File: src/rtl/regfile_multiport.sv
// Multiport register file: NUM_RD sync read ports, one write port, debug port.
// Built-in reset-image loader; `REGFILE_BYPASS_EN enables write-first read ports.
module regfile_multiport #(
  parameter int                 DATA_W   = 32,
  parameter int                 ADDR_W   = 5,
  parameter int                 DEPTH    = 1 << ADDR_W,
  parameter int                 NUM_RD   = 2,
  parameter int                 SP_INDEX = 29,
  parameter logic [DATA_W-1:0]  SP_INIT  = 32'h000000FC
) (
  input  logic                     clock,
  input  logic                     reset,
  input  logic                     write_en,
  input  logic [ADDR_W-1:0]        write_address,
  input  logic [DATA_W-1:0]        data_in,
  input  logic [NUM_RD*ADDR_W-1:0] read_address,
  output logic [NUM_RD*DATA_W-1:0] data_out,
  input  logic [ADDR_W-1:0]        read_address_debug,
  output logic [DATA_W-1:0]        data_out_debug,
  output logic                     init_busy
);

  localparam int IDX_W = (DEPTH > 1) ? $clog2(DEPTH) : 1;

  typedef enum logic {
    INIT,
    RUN
  } state_e;

  state_e                         state_q, state_d;
  logic [ADDR_W-1:0]              ptr_q, ptr_d;
  logic [NUM_RD-1:0][DATA_W-1:0]  rd_q, rd_d;
  logic [DATA_W-1:0]              dbg_q, dbg_d;
  logic [DATA_W-1:0]              mem_q [DEPTH];

  logic                           mem_we;
  logic [IDX_W-1:0]               mem_wa;
  logic [DATA_W-1:0]              mem_wd;
  logic                           wr_ok;
  logic [ADDR_W-1:0]              rd_addr [NUM_RD];

  // Unpack the flat read address bus into per-port indices
  for (genvar k = 0; k < NUM_RD; k++) begin : g_ra
    assign rd_addr[k] = read_address[k*ADDR_W +: ADDR_W];
  end

  // A run-time write lands only for a nonzero, in-range address
  assign wr_ok = write_en && (write_address != '0) &&
                 (32'(write_address) < DEPTH);

  // Next-state: init loader, write decode and read-port capture
  always_comb begin
    state_d = state_q;
    ptr_d   = ptr_q;
    rd_d    = '0;
    dbg_d   = '0;
    mem_we  = 1'b0;
    mem_wa  = ptr_q[IDX_W-1:0];
    mem_wd  = '0;
    unique case (state_q)
      INIT: begin
        mem_we = 1'b1;
        unique case (1'b1)
          (ptr_q == '0):            mem_wd = '0;
          (32'(ptr_q) == SP_INDEX): mem_wd = SP_INIT;
          default:                  mem_wd = DATA_W'(ptr_q);
        endcase
        ptr_d = ptr_q + 1'b1;
        if (32'(ptr_q) == DEPTH - 1) begin
          state_d = RUN;
          ptr_d   = '0;
        end
      end
      RUN: begin
        mem_we = wr_ok;
        mem_wa = write_address[IDX_W-1:0];
        mem_wd = data_in;
        for (int k = 0; k < NUM_RD; k++) begin
          if (rd_addr[k] != '0 && 32'(rd_addr[k]) < DEPTH)
            rd_d[k] = mem_q[rd_addr[k][IDX_W-1:0]];
`ifdef REGFILE_BYPASS_EN
          if (wr_ok && rd_addr[k] == write_address)
            rd_d[k] = data_in;
`endif
        end
        if (32'(read_address_debug) < DEPTH)
          dbg_d = mem_q[read_address_debug[IDX_W-1:0]];
      end
      default: state_d = INIT;
    endcase
  end

  // Control state and registered read outputs
  always_ff @(posedge clock) begin
    if (!reset) begin
      state_q <= INIT;
      ptr_q   <= '0;
      rd_q    <= '0;
      dbg_q   <= '0;
    end else begin
      state_q <= state_d;
      ptr_q   <= ptr_d;
      rd_q    <= rd_d;
      dbg_q   <= dbg_d;
    end
  end

  // Storage array; frozen while reset is asserted
  always_ff @(posedge clock) begin
    if (reset && mem_we)
      mem_q[mem_wa] <= mem_wd;
  end

  assign data_out       = rd_q;
  assign data_out_debug = dbg_q;
  assign init_busy      = (state_q == INIT);

endmodule

File: config.mk
export PLATFORM = sky130hd
export DESIGN_NAME = regfile_multiport
export DESIGN_NICKNAME = d
export VERILOG_FILES = /design/src/rtl/regfile_multiport.sv
export SDC_FILE = /design/constraint.sdc
export NUM_CORES = 1
export LEC_CHECK = 0
export CORE_MARGIN = 2
export CORE_UTILIZATION = 50
export CTS_BUF_LIST = sky130_fd_sc_hd__clkbuf_8
export CTS_CLUSTER_SIZE = 16
export DETAILED_ROUTE_END_ITERATION = 6
export GPL_ROUTABILITY_DRIVEN = 0
export PLACE_DENSITY = 0.77
export SLEW_MARGIN = 5
export SYNTH_ARGS = -nofsm -noshare
export SYNTH_HDL_FRONTEND = slang
export SYNTH_SLANG_ARGS = --single-unit
File: constraint.sdc
create_clock -name clock -period 8 [get_ports clock]
set_clock_uncertainty 0.2 [all_clocks]
set_input_delay 1.2 -clock clock [delete_from_list [all_inputs] [get_ports clock]]
set_output_delay 1.2 -clock clock [all_outputs]
set_load 0.02 [all_outputs]
# Word-level counts from Yosys, hierarchy flattened

Memories as Yosys holds them, arrays and structs flattened. A register that Yosys moved wholly into a read port is not among the register bits.
Cells that the tools add are included.

Bitwise operators: 1
Muxes and demuxes: 9
Add/sub/neg operators: 1
Reduce and logical (&&, ||, !) cells: 12
Eq/ne operators: 2

Operators by type and width:

| operator                                                       | count |
|---|---|
| 32-bit one-hot mux with 2 select lines                         | 1 |
| 8-bit one-hot mux with 2 select lines                          | 1 |
| 5-bit nonzero test                                             | 3 |
| 5-bit == test (second input constant)                          | 2 |
| 5-bit 2-to-1 mux                                               | 2 |
| 3-bit AND reduction                                            | 2 |
| 5-bit by 1-bit adder with 5-bit output (second input constant) | 1 |
| 5-bit zero test                                                | 1 |
| 1-bit 2-to-1 mux                                               | 4 |
| 1-bit zero test                                                | 3 |
| 1-bit logical AND                                              | 2 |
| 1-bit one-hot mux with 2 select lines                          | 1 |
| 2-bit AND reduction                                            | 1 |
| 1-bit NOT                                                      | 1 |

Memory bits (writable): 1,024
Output and inout port bits: 97
Memories: 1
Flip-flop bits (word level): 6
Logic and storage cells: 28

Memories:

| memory | words | bits a word | read ports | clocked after memory_dff | write ports | RTL line | RTL |
|---|---|---|---|---|---|---|---|
| mem_q  | 32    | 32          | 3          | 3                        | 1           | 34       | `logic [DATA_W-1:0] mem_q [DEPTH];` |

# Logic depth before layout (Yosys ltp)

Gate-level depths: netlist of the first run.

Word-level depth: 6
Gate-level depth with buffers: 8
Depth with buffers taken out: 6

# Least setup slack after synthesis of the first run

Ideal clock, no wire load.

Path kind: input-to-reg
Start: input write_address[0]
End: memory mem_q[20][0], enable pin
Stages on the path: 4
Path buffers: 0
Arrival: 3.332 ns
Path slack: 4.047 ns
Setup time: 0.421 ns
Cells stage by stage: nand2b_1 -> a2111oi_0 -> o21ai_1 -> nor2_1

Word-level cells in the longest chain between the ends: 6
Elaborated cells between the ends (all ways): 7

RTL lines:

| element                                | RTL line | RTL |
|---|---|---|
| start: declaration                     | 14       | `input logic [ADDR_W-1:0] write_address,` |
| 5-bit nonzero test                     | 48       | `assign wr_ok = write_en && (write_address != '0) &&` |
| 1-bit logical AND                      | 48       |  |
| 1-bit one-hot mux with 2 select lines  | 60       | `unique case (state_q)` |
| 1-bit logical AND                      | 110      | `if (reset && mem_we)` |
| 1-bit 2-to-1 mux                       | 110      |  |
| 1-bit 2-to-1 mux (not written as such) | 111      | `mem_q[mem_wa] <= mem_wd;` |
| end: declaration                       | 34       |  |

Several ways; a longest one is shown, not always the timed one.

# Worst setup path after layout of the first run

Start: input reset
End: memory mem_q[1][23], enable pin

Word-level cells in the longest chain between the ends: 3

RTL lines:

| element                                | RTL line | RTL |
|---|---|---|
| start: declaration                     | 12       | `input logic reset,` |
| 1-bit logical AND                      | 110      |  |
| 1-bit 2-to-1 mux                       | 110      |  |
| 1-bit 2-to-1 mux (not written as such) | 111      |  |

No other way between the ends.

==> results of run 1 <==
[worst min-delay path, stage by stage (launching register included)]
cell and delay, ns:
dfxtp_1 0.38, nand4_1 0.12, a21boi_0 0.08
[worst max path at each step]
stage / start / end / slack [ns] / cells past startpoint
6_report: reset / mem_q[1][23]$_DFFE_PP_ / 3.51 / 5
5_1_grt: state_q$_SDFF_PN0_ / mem_q[1][25]$_DFFE_PP_ / 3.43 / 6
4_1_cts: state_q$_SDFF_PN0_ / mem_q[1][23]$_DFFE_PP_ / 3.56 / 6
3_5_place_dp: reset / mem_q[5][22]$_DFFE_PP_ / 2.73 / 5
3_3_place_gp: reset / mem_q[5][22]$_DFFE_PP_ / 2.92 / 5
2_1_floorplan: write_address[0] / mem_q[20][0]$_DFFE_PP_ / 4.05 / 4
[through the flow]
stage / setup slack (ns) / instances
2_1_floorplan: 4.05 / 2977
3_5_place_dp: 2.73 / 4441
6_report: 3.51 / 4785
5_1_grt: 3.43 / 4782
3_3_place_gp: 2.92 / 4441
4_1_cts: 3.56 / 4781
[registers in the layout, indices dropped and copies added, names as in the netlist]
signal,cells
mem_q,1024
data_out,64
data_out_debug,32
ptr_q,5
state_q,1
[cell type report]
cell class	count	area share, %
flip-flops and latches	1126	50.4
well taps	1512	2.91
repair buffers	228	3.43
clock buffers	204	4.32
diodes	4	0.0154
inverters	8	0.0462
multi-input cells	1567	36.8
clock inverters	136	2.01
[cells by family (layout without fill, tap and decap cells)]
family,Yosys count,after routing
flops,1126,1126
fa+ha+maj,4,4
simple gates,210,210
buf+inv,284,576
compound gates,274,274
other cells,0,4
mux,1079,1079
[per-layer routing]
layer  vias to the layer above  share of wire [%]
met5                         -             0.0055
li1                      13500                  -
met4                         2                6.3
met3                       623                 13
met1                     18500                 33
met2                      3256                 48
[cells in the mapped netlist (2+ instances only)]
library cell  instances  share of area [%]
nor4_1               27               0.29
and3_1                2              0.022
edfxtp_1           1024                 53
buf_1                28               0.18
a21o_1                4              0.052
nand2_1              34               0.22
buf_2                96               0.83
nand2b_1             10               0.11
mux2_2               61                1.2
and2_1               27               0.29
nor3_1                9              0.078
dfxtp_1             102                3.5
or2_1                 7              0.076
a211oi_1             26               0.34
o21ai_0               5              0.043
nor2_1               43               0.28
inv_1                 8              0.052
nor2b_1              34               0.37
a31oi_1               4              0.043
a21oi_1              16               0.14
nand4_1               3              0.032
or4_1                 2              0.026
a22oi_1              29               0.38
clkbuf_4              2              0.026
clkbuf_1            113               0.73
o22ai_1              51               0.55
a22o_1                2              0.030
o221ai_1             61               0.92
a21boi_0              2              0.026
a32oi_1               3              0.045
nand3_1               5              0.043
mux2i_1             256                4.4
ha_1                  4              0.087
buf_4                25               0.32
or2_2                 2              0.022
buf_6                12               0.23
o22a_1               61               0.92
nand4b_1              2              0.030
o21ai_1               2              0.017
mux4_2              762                 30
[report_power, final]
group          internal (W)  switching, W  total (W)
combinational      0.000395      0.000498   0.000893
clock               0.00320       0.00240    0.00560
sequential          0.00638     0.0000274    0.00641
==> results.py, run 1 <==
metrics = {
    "outcome": {
        "status": "finished, final reports clean",
    },
    "die": {
        "die_area_um2": 118000,
        "coreArea_um2": 115000,
        "chipHeight_um": 344,
        "die_x_um": 344,
        "rows": 124,
        "start_util_pct": 50.5,
        "ioPinCount": 152,
    },
    "global_route": {
        "use_met2_pct": 49.4,
        "grtUsageMet1_pct": 39.7,
        "grt_pass1_wl_um": 262000,
        "busiest_layer": "met2",
        "gr-usage-all-layers_pct": 31.2,
        "grt_pass1_vias": 36800,
        "gr-usage-met3_pct": 8.07,
        "gr-total-overflow": 0,
        "antenna_found_initial": 3,
        "grt_max_degree": 105,
    },
    "finish": {
        "fill_cells": 8275,
        "final_cell_mix": "1024 x edfxtp_1, 762 x mux4_2, 256 x mux2i_1, 206 x clkbuf_8, 140 x clkdlybuf4s50_1",
        "final_util_pct": 56.8,
        "mostFrequentLayoutCell": "edfxtp_1",
        "fin_nets": 3173,
        "syn_to_final_growth_pct": 12.4,
        "multi_input_area_um2": 24000,
        "regArea_um2": 32800,
        "finalInstanceArea_um2": 65000,
        "final_layout_size_suffix_gt1_share_pct": 37.7,
    },
    "synth": {
        "synth-main-ff-cell": "edfxtp_1",
        "yosysSeqAreaShare_pct": 56.7,
        "ys.warnings.count": 0,
        "muxShareOfSynthArea_pct": 35.3,
        "synthAdderAreaFrac_pct": 0.0865,
        "async_reset_ff_share_pct": 0,
        "synth_xor_area_share_pct": 0,
        "synth_area_per_cell_um2": 19.4,
        "synth_compound_area_share_pct": 3.63,
        "synthDistinctLibCells": 51,
        "synth_edf_count": 1024,
        "netlist_area_um2": 57800,
        "syn_inst": 2977,
        "mappedNetlistNets": 3036,
        "yosys.area_share.simple_pct": 1.93,
        "synth_seq_cells": 1126,
        "synth_top_family_by_area": "multiplexers",
    },
    "clock_network": {
        "cts_buffer_depth": 3,
        "clk_pin_slew_ns": 0.06,
        "cts_tree": "done",
        "clock_sinks": 1126,
        "post_cts_buffers": 0,
        "insertion_delay_ns": 0.88,
        "post_cts_resized": 0,
        "cts-buffers-inserted": 183,
        "postCtsHoldBufs": 0,
        "htree_levels": 4,
        "cts-root-buf": "clkbuf_8",
    },
    "detailed_routing": {
        "route.detailed.drc": 0,
        "ant_nets": 0,
        "drt_first_iter_violations": 5742,
        "routed_via_density": 7.50,
        "wl_per_cell_um": 38.2,
        "route.vias.total": 35900,
        "drt_wl_total_um": 183000,
        "drt_first_pass_iters": 5,
    },
    "job": {
        "drv_cap": 0,
    },
    "critical_path": {
        "r2r-start": "state_q$_SDFF_PN0_",
        "r2r-end": "mem_q[1][23]$_DFFE_PP_",
        "end_kind": "flop",
        "slowest_stage": "nor2_4",
        "crit_required_ns": 8.29,
        "crit_buf_inv": 2,
        "cp_top_family": "simple AND/OR/NAND/NOR gates",
        "path_max_fanout": 19,
        "cp-start-kind": "input pin",
        "path_class": "input pin to flop",
        "cpPeakStageDelay_ns": 0.99,
        "reg2reg_slack_ns": 3.52,
        "r2r_cells": 6,
        "worstPathCellList": "clkdlybuf4s50_1 > a21boi_1 > nand3_1 > nor2_4 > buf_4",
        "crit_arrival_ns": 4.78,
    },
    "placement": {
        "dpl-instance-area_um2": 60900,
        "dp_hpwl_um": 107000,
        "io_buffer_count": 151,
    },
    "timing": {
        "finalHoldViolations": 0,
        "setup_tns_ns": 0,
        "max_freq_mhz": 223,
        "relSlewSlack_pct": 9.00,
        "finalCriticalPeriod_ns": 4.49,
        "worst_hold_slack_ns": 0.416,
        "final_max_slew_viol_count": 0,
        "tightest_slew_ns": 1.37,
        "grt_setup_unrepaired": "false",
        "timing.final.crit_share_pct": 56.1,
        "setup_viol": 0,
    },
    "worst_hold_path": {
        "hp-start": "ptr_q[1]$_SDFFE_PN0N_",
        "holdPathEnd": "ptr_q[3]$_SDFFE_PN0N_",
        "whs_path_depth": 2,
        "hp-class": "flop to flop",
    },
    "pwr": {
        "peakVddDrop_uv": 157,
        "p_leak_nw": 18.9,
        "power_density_nw_per_um2": 198,
        "finalPower_w": 0.0129,
    },
}
Note: power is estimated with default switching activity, not from simulation.
==> run 2: changes to the inputs <==
- clock period: 8 -> 4.62 ns (I/O delays scaled with it)
==> results.py, run 2 (synthesis results as in run 1) <==
metrics = {
    "clock_network": {
        "postCtsHoldBufs": 0,
        "post_cts_buffers": 0,
        "insertion_delay_ns": 0.91,
        "cts-buffers-inserted": 181,
        "clk_pin_slew_ns": 0.07,
        "cts_buffer_depth": 3,
        "post_cts_resized": 0,
        "cts_tree": "done",
        "clock_sinks": 1126,
        "htree_levels": 4,
        "cts-root-buf": "clkbuf_8",
    },
    "die": {
        "die_x_um": 344,
        "start_util_pct": 50.5,
        "rows": 124,
        "ioPinCount": 152,
        "chipHeight_um": 344,
        "coreArea_um2": 115000,
        "die_area_um2": 118000,
    },
    "global_route": {
        "grt_max_degree": 103,
        "gr-usage-all-layers_pct": 32.2,
        "grt_pass1_wl_um": 268000,
        "gr-total-overflow": 0,
        "grt_pass1_vias": 37100,
        "antenna_found_initial": 6,
    },
    "detailed_routing": {
        "wl_per_cell_um": 38.9,
        "drt_wl_total_um": 188000,
        "ant_nets": 0,
        "route.vias.total": 36400,
        "route.detailed.drc": 0,
        "routed_via_density": 7.52,
        "drt_first_pass_iters": 6,
        "drt_first_iter_violations": 5739,
    },
    "critical_path": {
        "crit_arrival_ns": 3.60,
        "cp-start-kind": "flop",
        "path_max_fanout": 40,
        "r2r-start": "state_q$_SDFF_PN0_",
        "crit_required_ns": 4.89,
        "path_class": "flop to flop",
        "critPathLaunch": "state_q$_SDFF_PN0_",
        "end_kind": "flop",
        "reg2reg_slack_ns": 1.29,
        "r2r_cells": 5,
        "cp-endpoint": "mem_q[6][12]$_DFFE_PP_",
        "r2r-end": "mem_q[6][12]$_DFFE_PP_",
    },
    "worst_hold_path": {
        "hp-class": "input pin to flop",
        "hp-start": "read_address[3]",
        "whs_path_depth": 3,
    },
    "timing": {
        "final_max_slew_viol_count": 0,
        "timing.final.crit_share_pct": 72.0,
        "finalHoldViolations": 0,
        "setup_tns_ns": 0,
        "relSlewSlack_pct": 15.1,
        "grt_setup_unrepaired": "false",
        "setup_viol": 0,
        "max_freq_mhz": 300,
        "fin_ws_ns": 1.29,
        "finalCriticalPeriod_ns": 3.33,
        "tightest_slew_ns": 1.27,
    },
    "finish": {
        "syn_to_final_growth_pct": 13.1,
        "final_cell_mix": "1024 x edfxtp_1, 762 x mux4_2, 256 x mux2i_1, 198 x clkbuf_8, 140 x clkdlybuf4s50_1",
        "mostFrequentLayoutCell": "edfxtp_1",
        "final_util_pct": 57.1,
        "largest_register_ffs": 1024,
        "largest-register": "mem_q",
        "fin_nets": 3224,
        "finalInstanceArea_um2": 65400,
        "finalNonFillerCells": 4837,
        "final_layout_size_suffix_gt1_share_pct": 38.2,
    },
    "pwr": {
        "swShare_pct": 24.0,
        "peakVddDrop_uv": 272,
        "seqPwrFrac_pct": 52.2,
        "clock_power_share_pct": 40.4,
        "p_leak_nw": 19.1,
        "combPwrFrac_pct": 7.5,
        "intPower_w": 0.0162,
        "power_density_nw_per_um2": 325,
        "total_switching_power_w": 0.00511,
    },
    "placement": {
        "placed_cells": 4494,
        "dp_slack_ns": 0.706,
        "dp_hpwl_um": 114000,
        "dpl-instance-area_um2": 61800,
        "io_buffer_count": 151,
    },
    "outcome": {
        "status": "finished, final reports clean",
    },
    "job": {
        "drv_cap": 0,
    },
}
## run 2: cell types whose count changed in the layout (fill, tap and decap cells not counted)
| cell | previous run | this run |
|---|---|---|
| diode_2 | 4 | 5 |
| inv_1 | 45 | 56 |
| clkinv_4 | 0 | 1 |
| and2_1 | 27 | 24 |
| buf_12 | 9 | 50 |
| inv_8 | 2 | 3 |
| clkinvlp_4 | 3 | 6 |
| clkinv_1 | 32 | 40 |
| and2_2 | 0 | 3 |
| clkbuf_8 | 206 | 198 |
| buf_4 | 70 | 82 |
| bufinv_16 | 26 | 8 |
## run 2: power groups by stage
stage / logic [W] / clock network, W / registers [W]
4_1_cts: 0.00157 / 0.00863 / 0.0111
2_1_floorplan: 0.00112 / 0 / 0.0113
3_3_place_gp: 0.00154 / 0 / 0.0113
5_1_grt: 0.00165 / 0.00907 / 0.0111
3_5_place_dp: 0.00157 / 0 / 0.0113
6_report: 0.00159 / 0.00858 / 0.0111
## run 2: area by class of cell
| type | count | area (µm²) |
|---|---|---|
| Antenna cell | 5 | 12.5 |
| Tap cell | 1512 | 1890 |
| Multi-Input combinational cell | 1567 | 24000 |
| Clock inverter | 142 | 883 |
| Inverter | 8 | 30.0 |
| Sequential cell | 1126 | 32800 |
| Timing Repair Buffer | 281 | 3140 |
| Clock buffer | 196 | 2700 |
| Fill cell | 8219 | 49100 |
## run 2: worst min path at each step
stage                                         end  slack, ns
after detailed placement    ptr_q[3]$_SDFFE_PN0N_       0.40
after CTS                 data_out[15]$_SDFF_PN0_       0.07
after floorplan             ptr_q[3]$_SDFFE_PN0N_       0.34
after global placement      ptr_q[4]$_SDFFE_PN0N_       0.37
final                     data_out[10]$_SDFF_PN0_       0.12
after global routing      data_out[15]$_SDFF_PN0_        0.1
## run 2: metrics by stage
stage	hold WS, ns	power, W
2_1_floorplan	0.340	0.0124
3_3_place_gp	0.367	0.0128
3_5_place_dp	0.398	0.0129
4_1_cts	0.0671	0.0213
5_1_grt	0.0975	0.0218
6_report	0.122	0.0213
## run 2: layer usage
layer	wire, µm	GRT usage (%)
met1	61500	41.7
met2	86300	48.7
met3	27900	10.1
met4	12600	18.2
met5	57	0.321
## run 2: worst max-delay path, stage by stage (launching register included)
cell and delay [ns]:
dfxtp_4 0.66, inv_1 0.19, o32ai_1 0.67, nand2_1 0.41, nor2_4 0.18, buf_4 0.51
